**src/rtl/chip8_mem_arbiter_pkg.sv**
```systemverilog
// chip8_mem_arbiter_pkg: shared defaults, FSM encoding and requester IDs for the CHIP-8 RAM arbiter
package chip8_mem_arbiter_pkg;
   localparam int ADDR_W_DEF = 12;
   localparam int DATA_W_DEF = 8;
   typedef enum logic [1:0] {IDLE = 2'd0, SINGLE = 2'd1, VID_BURST = 2'd2} arb_state_e;
   typedef enum logic [1:0] {NONE = 2'd0, LD = 2'd1, CPU = 2'd2, VID = 2'd3} req_id_e;
endpackage

```
**src/rtl/chip8_mem_arbiter_starve_ctr.sv**
```systemverilog
// chip8_starve_ctr: saturating CPU wait counter, flags starvation once it reaches STARVE_MAX
module chip8_starve_ctr #(
   parameter int STARVE_MAX = 16
) (
   input  logic clk,
   input  logic reset,
   input  logic cpu_req_i,
   input  logic cpu_gnt_i,
   output logic starved_o
);
   localparam int CW = $clog2(STARVE_MAX + 1);
   logic [CW-1:0] wait_q, wait_d;
   // count cycles the CPU waits, hold at the limit, clear once it is served
   always_comb wait_d = cpu_gnt_i ? '0 : (cpu_req_i && !starved_o) ? wait_q + CW'(1) : wait_q;
   assign starved_o = (wait_q == CW'(STARVE_MAX));
   // wait counter register
   always_ff @(posedge clk or posedge reset)
      if (reset) wait_q <= '0;
      else wait_q <= wait_d;
endmodule

```
**src/rtl/chip8_mem_arbiter.sv**
```systemverilog
// chip8_mem_arbiter: single-port RAM arbiter for loader, CPU and video; CHIP8_ARB_RR_EN enables CPU/video round-robin
module chip8_mem_arbiter
   import chip8_mem_arbiter_pkg::*;
#(
   parameter int ADDR_W     = ADDR_W_DEF,
   parameter int DATA_W     = DATA_W_DEF,
   parameter int BURST_MAX  = 8,
   parameter int STARVE_MAX = 16
) (
   input  logic              clk,
   input  logic              reset,
   input  logic              ld_req,
   input  logic [ADDR_W-1:0] ld_addr,
   input  logic [DATA_W-1:0] ld_wdata,
   output logic              ld_gnt,
   input  logic              cpu_req,
   input  logic              cpu_we,
   input  logic [ADDR_W-1:0] cpu_addr,
   input  logic [DATA_W-1:0] cpu_wdata,
   output logic              cpu_gnt,
   output logic              cpu_rvalid,
   input  logic              vid_req,
   input  logic              vid_burst,
   input  logic [ADDR_W-1:0] vid_addr,
   output logic              vid_gnt,
   output logic              vid_rvalid,
   output logic              mem_en,
   output logic              mem_we,
   output logic [ADDR_W-1:0] mem_addr,
   output logic [DATA_W-1:0] mem_wdata,
   input  logic [DATA_W-1:0] mem_rdata,
   output logic [DATA_W-1:0] rdata
);
   localparam int BW = $clog2(BURST_MAX + 1);
   arb_state_e state_q, state_d;
   logic [BW-1:0] bcnt_q, bcnt_d;
   logic cpu_rvalid_q, vid_rvalid_q;
   req_id_e win;
   logic starved, cpu_starved, exhausted, keep_burst, cpu_first;
   chip8_starve_ctr #(.STARVE_MAX(STARVE_MAX)) u_starve (
      .clk       (clk),
      .reset     (reset),
      .cpu_req_i (cpu_req),
      .cpu_gnt_i (cpu_gnt),
      .starved_o (starved)
   );
`ifdef CHIP8_ARB_RR_EN
   logic rr_cpu_q;
   // last-winner pointer: CPU goes first after video won, and out of reset
   always_ff @(posedge clk or posedge reset)
      if (reset) rr_cpu_q <= 1'b1;
      else if (cpu_gnt || vid_gnt) rr_cpu_q <= vid_gnt;
   assign cpu_first = rr_cpu_q && cpu_req && vid_req && !vid_burst;
`else
   assign cpu_first = 1'b0;
`endif
   assign cpu_starved = starved && cpu_req;
   // arbitrate and pick the next state; a completed row burst leaves one cycle open to loader and starved CPU only
   always_comb begin
      win = NONE;
      state_d = IDLE;
      bcnt_d = '0;
      exhausted = (state_q == VID_BURST) && (bcnt_q == BW'(BURST_MAX));
      keep_burst = (state_q == VID_BURST) && vid_req && !exhausted && !ld_req && !cpu_starved;
      if (reset) win = NONE;
      else if (ld_req) win = LD;
      else if (cpu_starved) win = CPU;
      else if (keep_burst) win = VID;
      else if (exhausted) win = NONE;
      else if (cpu_first) win = CPU;
      else if (vid_req) win = VID;
      else if (cpu_req) win = CPU;
      if (win == VID) begin
         state_d = (keep_burst || vid_burst) ? VID_BURST : SINGLE;
         bcnt_d = keep_burst ? bcnt_q + BW'(1) : vid_burst ? BW'(1) : '0;
      end else if (win != NONE) state_d = SINGLE;
   end
   assign ld_gnt = (win == LD);
   assign cpu_gnt = (win == CPU);
   assign vid_gnt = (win == VID);
   assign mem_en = (win != NONE);
   assign mem_we = ld_gnt || (cpu_gnt && cpu_we);
   assign mem_addr = ld_gnt ? ld_addr : cpu_gnt ? cpu_addr : vid_gnt ? vid_addr : '0;
   assign mem_wdata = ld_gnt ? ld_wdata : cpu_gnt ? cpu_wdata : '0;
   assign cpu_rvalid = cpu_rvalid_q;
   assign vid_rvalid = vid_rvalid_q;
   assign rdata = (cpu_rvalid_q || vid_rvalid_q) ? mem_rdata : '0;
   // FSM, burst count and read-valid pipeline
   always_ff @(posedge clk or posedge reset)
      if (reset) begin
         state_q <= IDLE;
         bcnt_q <= '0;
         cpu_rvalid_q <= 1'b0;
         vid_rvalid_q <= 1'b0;
      end else begin
         state_q <= state_d;
         bcnt_q <= bcnt_d;
         cpu_rvalid_q <= cpu_gnt && !cpu_we;
         vid_rvalid_q <= vid_gnt;
      end
endmodule

```
**config.mk**
```make
export PLATFORM = sky130hd
export DESIGN_NAME = chip8_mem_arbiter
export DESIGN_NICKNAME = d
export VERILOG_FILES = /design/src/rtl/chip8_mem_arbiter_pkg.sv /design/src/rtl/chip8_mem_arbiter_starve_ctr.sv /design/src/rtl/chip8_mem_arbiter.sv
export SDC_FILE = /design/constraint.sdc
export NUM_CORES = 1
export LEC_CHECK = 0
export ABC_AREA = 1
export BUFFER_PORTS_ARGS = -buffer_cell sky130_fd_sc_hd__buf_2
export CORE_UTILIZATION = 45
export CTS_BUF_LIST = sky130_fd_sc_hd__clkbuf_4 sky130_fd_sc_hd__clkbuf_8
export CTS_CLUSTER_DIAMETER = 30
export DETAILED_ROUTE_END_ITERATION = 10
export PLACE_DENSITY = 0.85
export SLEW_MARGIN = 15
export SYNTH_ARGS = -nofsm -noshare
export SYNTH_HDL_FRONTEND = slang
export SYNTH_HIERARCHICAL = 1
export SYNTH_SLANG_ARGS = --single-unit
```
**constraint.sdc**
```tcl
create_clock -name clk -period 5.6 [get_ports clk]
set_input_delay 0.56 -clock clk [delete_from_list [all_inputs] [get_ports clk]]
set_output_delay 0.56 -clock clk [all_outputs]
set_load 0.1 [all_outputs]
```
== Word-level counts from Yosys, hierarchy flattened ==
Index checks and enable logic that the tools add are counted.
Storage, ports and cells
  output and inout port bits: 35
  word-level logic and storage cells: 53
  bits of input ports: 67
  register bits after elaboration: 13
  ROM bits: 0
  bits in writable memories: 0
  bits in latches: 0
  memories kept: 0
Cells by class
  reduce and logical (&&, ||, !) cells: 19
  multiplexer cells: 21
  $add $sub $neg: 2
  divide/modulo/power cells: 0
  shifts and indexed selects: 0
  equality and inequality tests: 6
  bitwise gates (word level): 0
  magnitude comparators: 0
  multiply operators: 0
Operators with widths (number)
  $mux 12: 3
  $mux 8: 3
  $mux 2: 9
  $mux 5: 2
  $logic_and 1x1->1: 9
  $mux 4: 2
  $eq 2x2->1 const B: 3
  $add 5x1->5 const B: 1
  $eq 5x5->1 const B: 1
  $logic_not 1->1: 5
  $add 4x1->4 const B: 1
  $eq 4x4->1 const B: 1
  $reduce_bool 2->1: 2
  $logic_or 1x1->1: 3
  $eq 2x1->1 const B: 1
  $mux 1: 2

== Depth between registers and ports, before layout ==
Gate-level depths: netlist of run 1.
  depth after elaboration: 14
  gate-level depth with buffers: 15
  depth with buffers taken out: 15

== Cells and area by module ==
The synthesis of run 1 kept the hierarchy.
By module, submodules not included
  chip8_mem_arbiter: area an instance 1077.3 sq um, sequential area each 200.2 sq um, cells an instance 192, instances 1
  chip8_starve_ctr: area an instance 347.8 sq um, sequential area each 125.1 sq um, cells an instance 41, instances 1

== Least setup slack after synthesis of run 1 ==
Ideal clock, no wire load.
  kind: reg-to-output
  start: register u_starve.wait_q[0]
  end: output mem_we
  path slack: 2.531 ns
  required time: 5.040 ns
  arrival: 2.509 ns
  cell stages (with the launch flop): 14
  path buffers: 0
  cells stage by stage: dfrtp_1 inv_1 ha_1 nand2_1 inv_1 nand2_4 inv_1 nand2_1 nand2_1 o21bai_2 nand3_2 inv_2 nand2_1 nand2_1
On the way
  longest elaborated chain between the ends: 11
  elaborated cells on any way between the ends: 12
  classes of those cells: 3 x eq/ne; 4 x mux; 5 x reduce/logical
Ends and longest elaborated chain
  start, declared: line chip8_mem_arbiter_starve_ctr.sv:12  | logic [CW-1:0] wait_q, wait_d;
  start signal, assigned: line chip8_mem_arbiter_starve_ctr.sv:19  | else wait_q <= wait_d;
  $eq 5x5->1 (*): line chip8_mem_arbiter_starve_ctr.sv:15  | assign starved_o = (wait_q == CW'(STARVE_MAX));
  named net starved: line chip8_mem_arbiter.sv:39  | logic starved, cpu_starved, exhausted, keep_burst, cpu_first;
  $logic_and 1x1->1 (*): line chip8_mem_arbiter.sv:57  | assign cpu_starved = starved && cpu_req;
  $logic_not 1->1: line chip8_mem_arbiter.sv:64  | keep_burst = (state_q == VID_BURST) && vid_req && !exhausted && !ld_req && !cpu_starved;
  $logic_and 1x1->1: line chip8_mem_arbiter.sv:64
  $mux 2: line chip8_mem_arbiter.sv:68  | else if (keep_burst) win = VID;
  $mux 2 (*): line chip8_mem_arbiter.sv:67  | else if (cpu_starved) win = CPU;
  $mux 2 (*): line chip8_mem_arbiter.sv:66  | else if (ld_req) win = LD;
  $mux 2 (*): line chip8_mem_arbiter.sv:65  | if (reset) win = NONE;
  $eq 2x2->1 (*): line chip8_mem_arbiter.sv:79  | assign cpu_gnt = (win == CPU);
  named net cpu_gnt: line chip8_mem_arbiter.sv:20  | output logic cpu_gnt,
  $logic_and 1x1->1 (*): line chip8_mem_arbiter.sv:82  | assign mem_we = ld_gnt || (cpu_gnt && cpu_we);
  $logic_or 1x1->1 (*): line chip8_mem_arbiter.sv:82
  end, declared: line chip8_mem_arbiter.sv:28  | output logic mem_we,
Mark *: on every way through the listed nets, which the timed path passes. The rest lies on a longest branch.

== Worst setup path in the final report of run 1 ==
  start: register u_starve.wait_q[0]
  end: output mem_wdata[3]
On the way
  longest elaborated chain between the ends: 11
  elaborated cells on any way between the ends: 12
  classes of those cells: 3 x eq/ne; 6 x mux; 3 x reduce/logical
Ends and longest elaborated chain
  $eq 5x5->1 (*): line chip8_mem_arbiter_starve_ctr.sv:15
  named net starved: line chip8_mem_arbiter.sv:39
  $logic_and 1x1->1 (*): line chip8_mem_arbiter.sv:57
  $logic_not 1->1: line chip8_mem_arbiter.sv:64
  $logic_and 1x1->1: line chip8_mem_arbiter.sv:64
  $mux 2: line chip8_mem_arbiter.sv:68
  $mux 2 (*): line chip8_mem_arbiter.sv:67
  $mux 2 (*): line chip8_mem_arbiter.sv:66
  $mux 2 (*): line chip8_mem_arbiter.sv:65
  $eq 2x2->1: line chip8_mem_arbiter.sv:79
  $mux 8: line chip8_mem_arbiter.sv:84  | assign mem_wdata = ld_gnt ? ld_wdata : cpu_gnt ? cpu_wdata : '0;
  $mux 8 (*): line chip8_mem_arbiter.sv:84
  end, declared: line chip8_mem_arbiter.sv:30  | output logic [DATA_W-1:0] mem_wdata,
Marked as above.

==> results.md, run 1 <==
* Clk root buf: clkbuf_4
* Top_reg_cell synth: dfrtp_1
* Max-cap violations at 0
* Seq pwr share at a little over a quarter
* Largest fanout on the critical path at 14
* Pleak at 1.336 nW
* Min cycle time layout at 3.260 ns
* Worst-margin pin slew at 0.4944 ns
* CTS tree: built
* H-tree level count at 1
* Hold_buf cts at 0
* Worst Skew at 0.002686 ns
* Max Fclk at just over 300 MHz
* FP Rows at 20
* Core area at 0.003028 mm2
* GP Congestion at 0.8632
* Area leader, netlist: dfrtp_1
* Fillers at a little over 300
* Post-synthesis cell count at 233
* Port bufs at approximately 100
* Switching part of the total at 55.77%
* Critical path buffer and inverter count at 5
* Via count at 1709
* Iter 0 DRT Violations at 83
* Dpl hpwl at 3.077 mm
* Startpoint types: flop
* Clk Latency, worst-skew pair at 0.28 ns
* Max VDD drop at 0.1450 mV
* DRC Markers at 0
* GRT Residual Overflow at 0
* FFs w/ async S/R, synth at 100.0%
* CP peak stage delay at between 0.4 and 0.5 ns
* Total GRT Usage at 23.12%
* Family with the most delay on the worst path: buffers and inverters
* ANT nets after route at 0
* Register area share after synthesis at 22.83%
* Kind of critical path: flop to primary output
* CTS Buf Count at 3
* Detailed-router iteration count before antenna repair at 4
* Post-synth top area share at 22.83%
* # setup viols final at 0
* Final std cells w/o fill at 377
* Pwr/cell area at 234.4 mW/mm2
* RSZ-0062 raised after global routing: no
* #FFs+latches synth at 13
* Post-Syn Nets at approximately 300
* Clock Path Buffers at 2
* Die Ht at approximately 58 um
* Most common cell in the netlist: inv_1
* Synth cell types at 24
* Share of layout cells above drive strength 1 at 40.54%
* Post-Syn Area at between 0.001 and 0.0015 mm2
* Logic gate share of total power at 58.3%
* Critical Path Most Common Cell: nand2_1
* Clock slew seen by the registers of the worst setup and hold paths at 0.08 ns
* Drt total wl at 3.732 mm
* Resized cells post-CTS at 0
* P_int at 0.0002047 W
* Slew Viols, Final at 0
* Worst Hold Class: input pin to async pin
* Post-synth EDFFs at 0
* Top-level I/O count at 102
* Setup TNS at 0 ns
* FF-to-FF setup slack at 3.28 ns
* Synth warn at 6
* Die span in x at around 58 um
* Number of global-route vias before repair at 1454
* Worst Slack Setup Final at 2.340 ns
* Synth top cells by count: inv_1, nor2_1, nand2_1
* Vias per inst at between 4 and 5
* Setup Slack @ Placement at 2.628 ns
* Initial antenna violation count at 0
* Worst Path Arrival at 2.70 ns
* Status: complete, no violations
* Power, Total at 0.0004628 W
* Final Util at 65.21%
* Ranking of synthesized cells by area: dfrtp_1, inv_1, nor2_1
* Routed len/inst at slightly below 10 um
* Post-CTS setup buffers at 0
* CTS Sinks at 13
* Critical Path End Type: primary output
* Final hold vios at 0
* First-pass GRT wire length at slightly above 6 mm
* Largest net degree at the start of global routing at 25
* Nets@finish at 405
* Dpl cells at between 300 and 400
* Die ar. at 0.003396 mm2
* Worst-path cell chain: inv_1 > ha_1 > nand2_1 > inv_1 > nand2_4 > inv_1 > nand2_1 > nand2_1 > o21bai_2 > nand3_2 > inv_2 > nand2_1 > o21ai_2 > buf_2
* Power share of the clock group at between 10 and 15%
* P&R area growth vs syn at 38.54%
* Inserted Diodes at 0
* Mapped Avg Cell Area at 6.116 um2
* Tcrit/Tclk final at between 50% and 60%
* Slew margin rel. at 67.27%
* CP max-delay cell: buf_2
* Net Sw Power at 0.0002581 W
* Initial Utilization at 47.07%
* Critical Path RT at 5.04 ns
## final timing paths
path,from,end,cells after the start
worst min-delay path,reset,u_starve/wait_q[4]$_DFFE_PP0P_,2
worst max-delay path,u_starve/wait_q[0]$_DFFE_PP0P_,mem_wdata[3],14
worst min register to register,bcnt_q[0]$_DFF_PP0_,bcnt_q[0]$_DFF_PP0_,1
min in group clk,cpu_we,cpu_rvalid$_DFF_PP0_,2
worst max register to register,u_starve/wait_q[0]$_DFFE_PP0P_,u_starve/wait_q[0]$_DFFE_PP0P_,14
max in group asynchronous,reset,cpu_rvalid$_DFF_PP0_,2
## cell families (layout without fill, tap and decap cells)
family | after synthesis | in the layout | share of synthesized area [%]
buffers and inverters | 70 | 170 | 20.02
adder cells (fa/ha/maj) | 4 | 4 | 3.512
flip-flops | 13 | 13 | 22.83
XOR/XNOR | 3 | 3 | 1.844
AND/OR/NAND/NOR | 129 | 129 | 43.81
AO/OA/AOI/OAI | 14 | 14 | 7.989
## cell usage in the layout, fill, tap and decap left out, types with 3 or more instances in the layout
master    count
nand2_2       5
clkbuf_4      4
o21ai_2      10
nand2_1      37
nand2_4       3
dfrtp_1      13
inv_2         3
nor2_1       53
nand3_1       6
ha_1          4
nand4_1      17
buf_2       101
inv_1        62
## final cells by class
| cell class | instances | area [um2] | share of cell area, % |
|---|---|---|---|
| multi-input cells | 150 | 814.5 | 41.25 |
| well taps | 44 | 55.05 | 2.788 |
| clock buffers | 4 | 30.03 | 1.521 |
| inverters | 65 | 244.0 | 12.36 |
| repair buffers | 101 | 505.5 | 25.60 |
| flip-flops and latches | 13 | 325.3 | 16.48 |
## power groups by stage
stage          logic, W  registers (W)  clock network (W)
6_report       0.000270       0.000127          0.0000664
5_1_grt        0.000289       0.000129          0.0000728
4_1_cts        0.000271       0.000126          0.0000681
3_5_place_dp   0.000271       0.000127                  0
3_3_place_gp   0.000267       0.000126                  0
2_1_floorplan  0.000215       0.000126                  0
## registers in the layout (all words and copies together), names as in the netlist
name / flops
vid_rvalid: 1
bcnt_q: 4
u_starve/wait_q: 5
state_q: 2
cpu_rvalid: 1
## layer usage
layer	up-vias	share of wire, %	GRT usage (%)
met5	-	0	0
met4	0	0.38	3.401
met3	3	8.3	5.580
met2	72	51	43.02
met1	742	41	27.25
li1	892	-	-
## worst register-to-register path, cell delays in order (launching register included)
cell      delay, ns
dfrtp_1        0.42
inv_1          0.12
ha_1           0.16
nand2_1        0.05
inv_1          0.08
nand2_4        0.08
inv_1          0.06
nand2_1        0.09
nand2_1        0.09
o21bai_2       0.14
nand3_2        0.27
inv_2          0.28
inv_1          0.19
nand4_1        0.15
o21ai_2        0.06
## through the flow
stage / hold slack, ns / cell area (um2)
final: 0.1821 / 1974
after global routing: 0.1881 / 1974
after CTS: 0.1849 / 1974
after detailed placement: 0.4975 / 1944
after global placement: 0.4913 / 1944
after floorplan: 0.3385 / 1425
No activity file was read; power rests on OpenSTA's default activity.
==> run 2, diff against run 1 <==
- CORE_UTILIZATION: 45 -> 38
- PLACE_DENSITY: 0.85 -> 0.76
- clock period: 5.6 -> 2.8 ns (I/O delays scaled with it)
==> run 2 against run 1 <==
Hold slack gained 0.038 ns. Clock power rose to 2.6 times the previous value. Core utilization grew 0.089 points. Worst setup slack got worse by 2.2 ns. Critical path depth unchanged.
==> results.md, run 2 (synthesis gave the netlist of run 1 again) <==
* Critical Path End Type: primary output
* CP peak stage delay at 0.40 ns (-0.04 ns)
* Most common cell after layout, fill and taps aside: buf_2
* H-tree level count at 1 (unchanged)
* Top-level I/O count at 102 (unchanged)
* Multi-input gate area at 858.3 um2 (+5.4%)
* Setup Slack @ Placement at 0.2660 ns (-2.362 ns)
* RSZ-0062 raised after global routing: yes
* Kind of critical path: flop to primary output
* Die Ht at 63.24 um (+8.5%)
* Dpl hpwl at 3.106 mm (+0.92%)
* Worst-margin pin slew at 0.4931 ns (-0.001299 ns)
* Clk Latency, worst-skew pair at 0.24 ns (-0.04 ns)
* Fillers at 327 (+8.3%)
* Status: complete, no violations
* Final Cell Area at 0.002265 mm2 (+15%)
* CTS Buf Count at 3 (unchanged)
* Max-cap violations at 0 (unchanged)
* Biggest regs: u_starve/wait_q: 5 flops, bcnt_q: 4 flops, state_q: 2 flops
* Worst Slack Setup Final at 0.1630 ns (-2.177 ns)
* DRC Markers at 0 (unchanged)
* Initial antenna violation count at 0 (unchanged)
* Clk root buf: clkbuf_8
* Top reg by flops: u_starve/wait_q
* GP Congestion at 0.8587 (-0.52%)
* Nets@finish at 411 (+1.5%)
* Inserted Diodes at 0 (unchanged)
* Number of global-route vias before repair at 1546 (+6.3%)
* Largest fanout on the critical path at 7 (-7)
* P&R area growth vs syn at 58.91%
* Worst-path cell chain: inv_1 > ha_1 > nand2_1 > inv_1 > nand2_4 > inv_1 > nand2_1 > nand2_1 > o21bai_2 > nand3_2 > nor2_1 > nor2_1 > nand2_1 > buf_4
* Die ar. at 0.003999 mm2 (+18%)
* Via count at 1709 (unchanged)
* Slew margin rel. at 67.35% (+0.086 points)
* Worst Skew at 0.004049 ns (+0.001363 ns)
* Slew Viols, Final at 0 (unchanged)
* Reg area at 325.3 um2 (unchanged)
* Total GRT Usage at 19.37% (-3.8 points)
* Startpoint types: flop
* Port bufs at 101 (unchanged)
* GRT Residual Overflow at 0 (unchanged)
* Min cycle time layout at 2.637 ns
* Worst Hold Class: input pin to flop
* Critical path buffer and inverter count at 4 (-1)
* Hold slack at 0.2203 ns (+0.03818 ns)
* Vias per inst at 4.439 (-2.1%)
* Critical Path RT at 2.52 ns (-2.52 ns)
* Max reg flops at 5 (unchanged)
* Detailed-router iteration count before antenna repair at 4 (unchanged)
* Max Fclk at between 300 and 400 MHz
* Pleak at 1.416 nW (+5.9%)
* Pwr/cell area at 455.4 mW/mm2 (+94%)
* Clock Path Buffers at 2 (unchanged)
* Initial Utilization at 41.09% (-6.0 points)
* Die span in x at 63.24 um (+8.5%)
* Max VDD drop at 0.3622 mV (+150%)
* Largest net degree at the start of global routing at 24 (-4.0%)
* CP max-delay cell: dfrtp_1
* Power, Total at 0.001031 W (+120%)
* Worst Path Arrival at 2.36 ns (-0.34 ns)
* Tcrit/Tclk final at 94.18%
* Share of layout cells above drive strength 1 at 41.30% (+0.76 points)
* Drt total wl at 3.992 mm (+7.0%)
* Placed cell area at 0.002120 mm2 (+9.0%)
* CTS tree: built
* # setup viols final at 0 (unchanged)
* CTS Sinks at 13 (unchanged)
* Routed len/inst at 10.37 um (+4.7%)
* Final hold vios at 0 (unchanged)
* Critical Path Most Common Cell: nand2_1
* FP Rows at 21 (+5.0%)
* First-pass GRT wire length at 6.258 mm (+1.6%)
* Iter 0 DRT Violations at 67 (-19%)
* Clock slew seen by the registers of the worst setup and hold paths at 0.05 ns (-0.03 ns)
* Core area at 0.003468 mm2 (+15%)
* Most frequent cells in the layout: buf_2, inv_1, nor2_1
* Family with the most delay on the worst path: simple AND/OR/NAND/NOR gates
* ANT nets after route at 0 (unchanged)
==> run 2: cell types whose count changed in the layout (fill, tap and decap cells not counted), sizes merged <==
| cell | previous run | this run |
|---|---|---|
| buf | 101 | 98 |
| nand2 | 45 | 46 |
| nand3 | 9 | 11 |
| dlygate4sd3 | 0 | 1 |
| clkbuf | 4 | 9 |
==> run 2: what timing repair did <==
| item | 4_1_cts | 5_1_grt |
|---|---|---|
| hold buffers | 1 | 0 |
| cloned | 0 | 3 |
| setup endpoints to repair | 1 | 23 |
| gates resized for setup | 1 | 24 |
| setup buffers | 0 | 1 |
| hold endpoints to repair | 5 | 0 |
| pin swaps | 0 | 0 |
==> run 2: worst paths after layout <==
path	start	end	slack (ns)	cells after the start
worst max register to register	u_starve/wait_q[0]$_DFFE_PP0P_	u_starve/wait_q[0]$_DFFE_PP0P_	0.64	14
max in group asynchronous	reset	cpu_rvalid$_DFF_PP0_	1.93	4
worst min-delay path	cpu_we	cpu_rvalid$_DFF_PP0_	0.22	2
worst max-delay path	u_starve/wait_q[0]$_DFFE_PP0P_	mem_addr[6]	0.16	14
min in group asynchronous	reset	u_starve/wait_q[3]$_DFFE_PP0P_	0.49	3
worst min register to register	bcnt_q[0]$_DFF_PP0_	bcnt_q[0]$_DFF_PP0_	0.52	1
==> run 2: metrics by stage <==
stage | std cells | TNS [ns] | util, %
after floorplan | 233 | 0 | -
after global placement | 376 | 0 | 61.11
after detailed placement | 376 | 0 | 61.11
after CTS | 381 | 0 | 62.88
after global routing | 385 | -0.1071 | 65.30
final | 385 | 0 | 65.30
==> run 2: layer usage <==
layer  part of all wire, %  GRT usage (%)  wire (um)
met4                  0.65          3.409         26
met1                    40          18.71       1591
met3                   9.0          7.790        361
met5                     0              0          0
met2                    50          38.17       2011
==> run 2: power by group <==
part           switching [W]  internal (W)  leakage, nW
clock              0.0000651      0.000110       0.0262
sequential         0.0000345      0.000216        0.174
combinational       0.000425      0.000181         1.22
total               0.000524      0.000507         1.42
==> run 2: final cells by class <==
class,instances,area share (%)
inverters,65,10.88
clock buffers,4,2.155
multi-input cells,153,37.90
flip-flops and latches,13,14.36
well taps,46,2.541
repair buffers,104,32.15
==> run 3, diff against run 2 <==
- ABC_AREA: 1 -> not set
- CORE_UTILIZATION: 38 -> 34
==> run 3 against run 2 <==
Clock power down 30%. Fmax fell by 1.4%. Final area fell by 16%. Wire length fell by 18%. Hold slack lost 0.057 ns. Clock skew grew 0.0016 ns.
==> results.md, run 3 <==
* Pleak at 1.061 nW (-25%)
* Max VDD drop at 0.2179 mV (-40%)
* Hold slack at 0.1630 ns (-0.05727 ns)
* Post-Syn Area at 0.001084 mm2 (-24%)
* CP peak stage delay at 0.39 ns (about the same)
* Post-CTS setup buffers at 0 (unchanged)
* Clock slew seen by the registers of the worst setup and hold paths at 0.07 ns (+0.02 ns)
* Startpoint types: flop
* Worst Hold Class: input pin to flop
* Max-cap violations at 0 (unchanged)
* Dpl hpwl at 2.639 mm (-15%)
* Iter 0 DRT Violations at 32 (-52%)
* Top_reg_cell synth: dfrtp_1
* FFs w/ async S/R, synth at 100.0% (unchanged)
* Clk root buf: clkbuf_4
* Dpl cells at 261 (-31%)
* Detailed-router iteration count before antenna repair at 4 (unchanged)
* Drt total wl at 3.265 mm (-18%)
* Inserted Diodes at 0 (unchanged)
* Share of layout cells above drive strength 1 at 57.40% (+16 points)
* Total GRT Usage at 18.87% (-0.49 points)
* Critical Path End Type: primary output
* Worst-path cell chain: inv_1 > ha_1 > and4bb_4 > a211o_1 > a211oi_4 > buf_6 > a22o_1 > a21o_1 > buf_12
* CP Depth at 9 (-5)
* Area leader, netlist: dfrtp_1
* Ranking of synthesized cells by area: dfrtp_1, a22o_1, a21o_2
* Top-level I/O count at 102 (unchanged)
* Initial Utilization at 35.79% (-5.3 points)
* Worst Skew at 0.005631 ns (+0.001582 ns)
* Start point of the worst hold path: cpu_we
* Post-Syn Nets at 187 (-38%)
* Kind of critical path: flop to primary output
* Final hold vios at 0 (unchanged)
* Via count at 1275 (-25%)
* Reg2Reg Launch Point: bcnt_q[0]$_DFF_PP0_
* # setup viols final at 0 (unchanged)
* Final std cells w/o fill at 267 (-31%)
* Vias per inst at 4.775 (+7.6%)
* Top reg by flops: u_starve/wait_q
* GP Congestion at 0.8578 (-0.10%)
* H-tree level count at 1 (unchanged)
* Most common cell after layout, fill and taps aside: buf_2
* Reg-to-reg endpoint: u_starve/wait_q[0]$_DFFE_PP0P_
* Crit. Startpoint: u_starve/wait_q[0]$_DFFE_PP0P_
* Family with the most delay on the worst path: compound AO/OA/AOI/OAI gates
* Synth cell types at 33 (+38%)
* Synth top cells by count: a22o_1, dfrtp_1, inv_1, nor2_1, nor2b_1
* Reg area at 325.3 um2 (unchanged)
* Most common cell in the netlist: a22o_1
* FF-to-FF setup slack at 0.68 ns (+0.04 ns)
* Max reg flops at 5 (unchanged)
* Min cycle time layout at 2.673 ns (+0.03613 ns)
* Slew Viols, Final at 0 (unchanged)
* Status: complete, no violations
* #FFs+latches synth at 13 (unchanged)
* P&R area growth vs syn at 75.40%
* FP Rows at 20 (-4.8%)
* Post-synth EDFFs at 0 (unchanged)
* Critical path buffer and inverter count at 3 (-1)
* CTS Buf Count at 3 (unchanged)
* Slew margin rel. at 67.52% (+0.17 points)
* Port bufs at 101 (unchanged)
* Synth warn at 6 (unchanged)
* Most frequent cells in the layout: buf_2, a22o_1, dfrtp_1, buf_12
* Number of global-route vias before repair at 1212 (-22%)
* Multi-input gate area at 699.4 um2 (-19%)
* Nets@finish at 295 (-28%)
* Mapped Avg Cell Area at 9.341 um2 (+53%)
* Clk Latency, worst-skew pair at 0.27 ns (+0.03 ns)
* Worst Slack Setup Final at 0.1269 ns (-0.03613 ns)
* First-pass GRT wire length at 4.968 mm (-21%)
* Core area at 0.003028 mm2 (-13%)
* Die span in x at 58.45 um (-7.6%)
* RSZ-0062 raised after global routing: no
* Worst-margin pin slew at 0.4905 ns (-0.002585 ns)
* Pwr/cell area at 463.2 mW/mm2 (+1.7%)
* Register area share after synthesis at 30.02% (+7.2 points)
* Die Ht at 58.45 um (-7.6%)
* ANT nets after route at 0 (unchanged)
* GRT Residual Overflow at 0 (unchanged)
* Max Fclk at 374.1 MHz (-1.4%)
* Final Util at 62.77% (-2.5 points)
* Path depth of the worst reg2reg path at 8 (-6)
* Setup Slack @ Placement at 0.4068 ns (+0.1408 ns)
* CTS tree: built
* Worst Path Arrival at 2.39 ns (+0.03 ns)
* Critical Path RT at 2.52 ns (about the same)
* Clock Path Buffers at 2 (unchanged)
* Post-synth top area share at 30.02% (+7.2 points)
* Die ar. at 0.003416 mm2 (-15%)
* Tcrit/Tclk final at 95.47% (+1.3 points)
* DRC Markers at 0 (unchanged)
* Initial antenna violation count at 0 (unchanged)
* Routed len/inst at 12.23 um (+18%)
* Worst setup path endpoint: mem_addr[1]
* Largest net degree at the start of global routing at 21 (-13%)
* CTS Sinks at 13 (unchanged)
* Largest fanout on the critical path at 15 (+8)
* CP max-delay cell: dfrtp_1
* Post-synthesis cell count at 116 (-50%)
* Fillers at 270 (-17%)
* Biggest regs: u_starve/wait_q: 5 flops, bcnt_q: 4 flops, state_q: 2 flops
## run 3: cell count changes in the layout (fill, tap and decap cells not counted), sizes merged, moves of 12 or more
cell   change
a21o      +13
a22o      +20
inv       -56
nand2     -42
nand4     -15
nor2      -48
o21ai     -12
## run 3: where the power goes
part	total, W	internal (W)	switching, W
sequential	0.000255	0.000223	0.0000324
combinational	0.000502	0.000181	0.000320
clock	0.000123	0.0000649	0.0000585
total	0.000880	0.000469	0.000411
## run 3: final cells by class
type	instances	share of cell area [%]
repair buffers	107	39.83
multi-input cells	90	36.80
flip-flops and latches	13	17.12
well taps	44	2.897
inverters	9	1.777
clock buffers	4	1.580
## run 3: through the flow
step | area, um2 | TNS [ns] | power, W
finish | 1901 | 0 | 0.0008803
global route | 1901 | 0 | 0.0009284
CTS | 1881 | 0 | 0.0008821
detailed placement | 1841 | 0 | 0.0007566
global placement | 1841 | 0 | 0.0007485
floorplan | 1090 | -0.4732 | 0.0006049
## run 3: logic make-up (layout without fill, tap and decap cells)
kind of cell | Yosys count | in the layout | synth area share [%]
multiplexers | 2 | 2 | 1.963
flip-flops | 13 | 13 | 30.02
AND/OR/NAND/NOR | 35 | 35 | 18.59
AO/OA/AOI/OAI | 44 | 45 | 34.53
buffers and inverters | 14 | 120 | 7.043
XOR/XNOR | 4 | 4 | 3.234
adder cells (fa/ha/maj) | 4 | 4 | 4.619
## run 3: what timing repair did
item,in CTS,in global routing
hold buffers,1,0
endpoints found under the setup margin,0,7
resized for setup,0,3
hold endpoints to repair,5,0
## run 3: layer usage
layer,vias to the layer above,wire (um),track usage (%)
li1,640,-,-
met1,570,1297,21.66
met2,60,1674,33.17
met3,5,250,4.615
met4,0,43,8.503
met5,-,0,0
## run 3: worst min-delay path by stage
| stage | end | slack [ns] | depth (start not counted) |
|---|---|---|---|
| after global routing | cpu_rvalid$_DFF_PP0_ | 0.16 | 2 |
| after CTS | cpu_rvalid$_DFF_PP0_ | 0.16 | 2 |
| after global placement | u_starve/wait_q[1]$_DFFE_PP0P_ | 0.26 | 2 |
| after floorplan | u_starve/wait_q[0]$_DFFE_PP0P_ | 0.06 | 1 |
| after detailed placement | u_starve/wait_q[1]$_DFFE_PP0P_ | 0.26 | 2 |
| final | cpu_rvalid$_DFF_PP0_ | 0.16 | 2 |
## run 3: worst register-to-register path: cells and delay by family, from the launching register on
kind | cells | cell delay, ns
AO/OA/AOI/OAI | 2 | 0.59
flip-flops | 1 | 0.38
AND/OR/NAND/NOR | 2 | 0.30
buffers and inverters | 2 | 0.29
multiplexers | 1 | 0.26
adder cells (fa/ha/maj) | 1 | 0.19
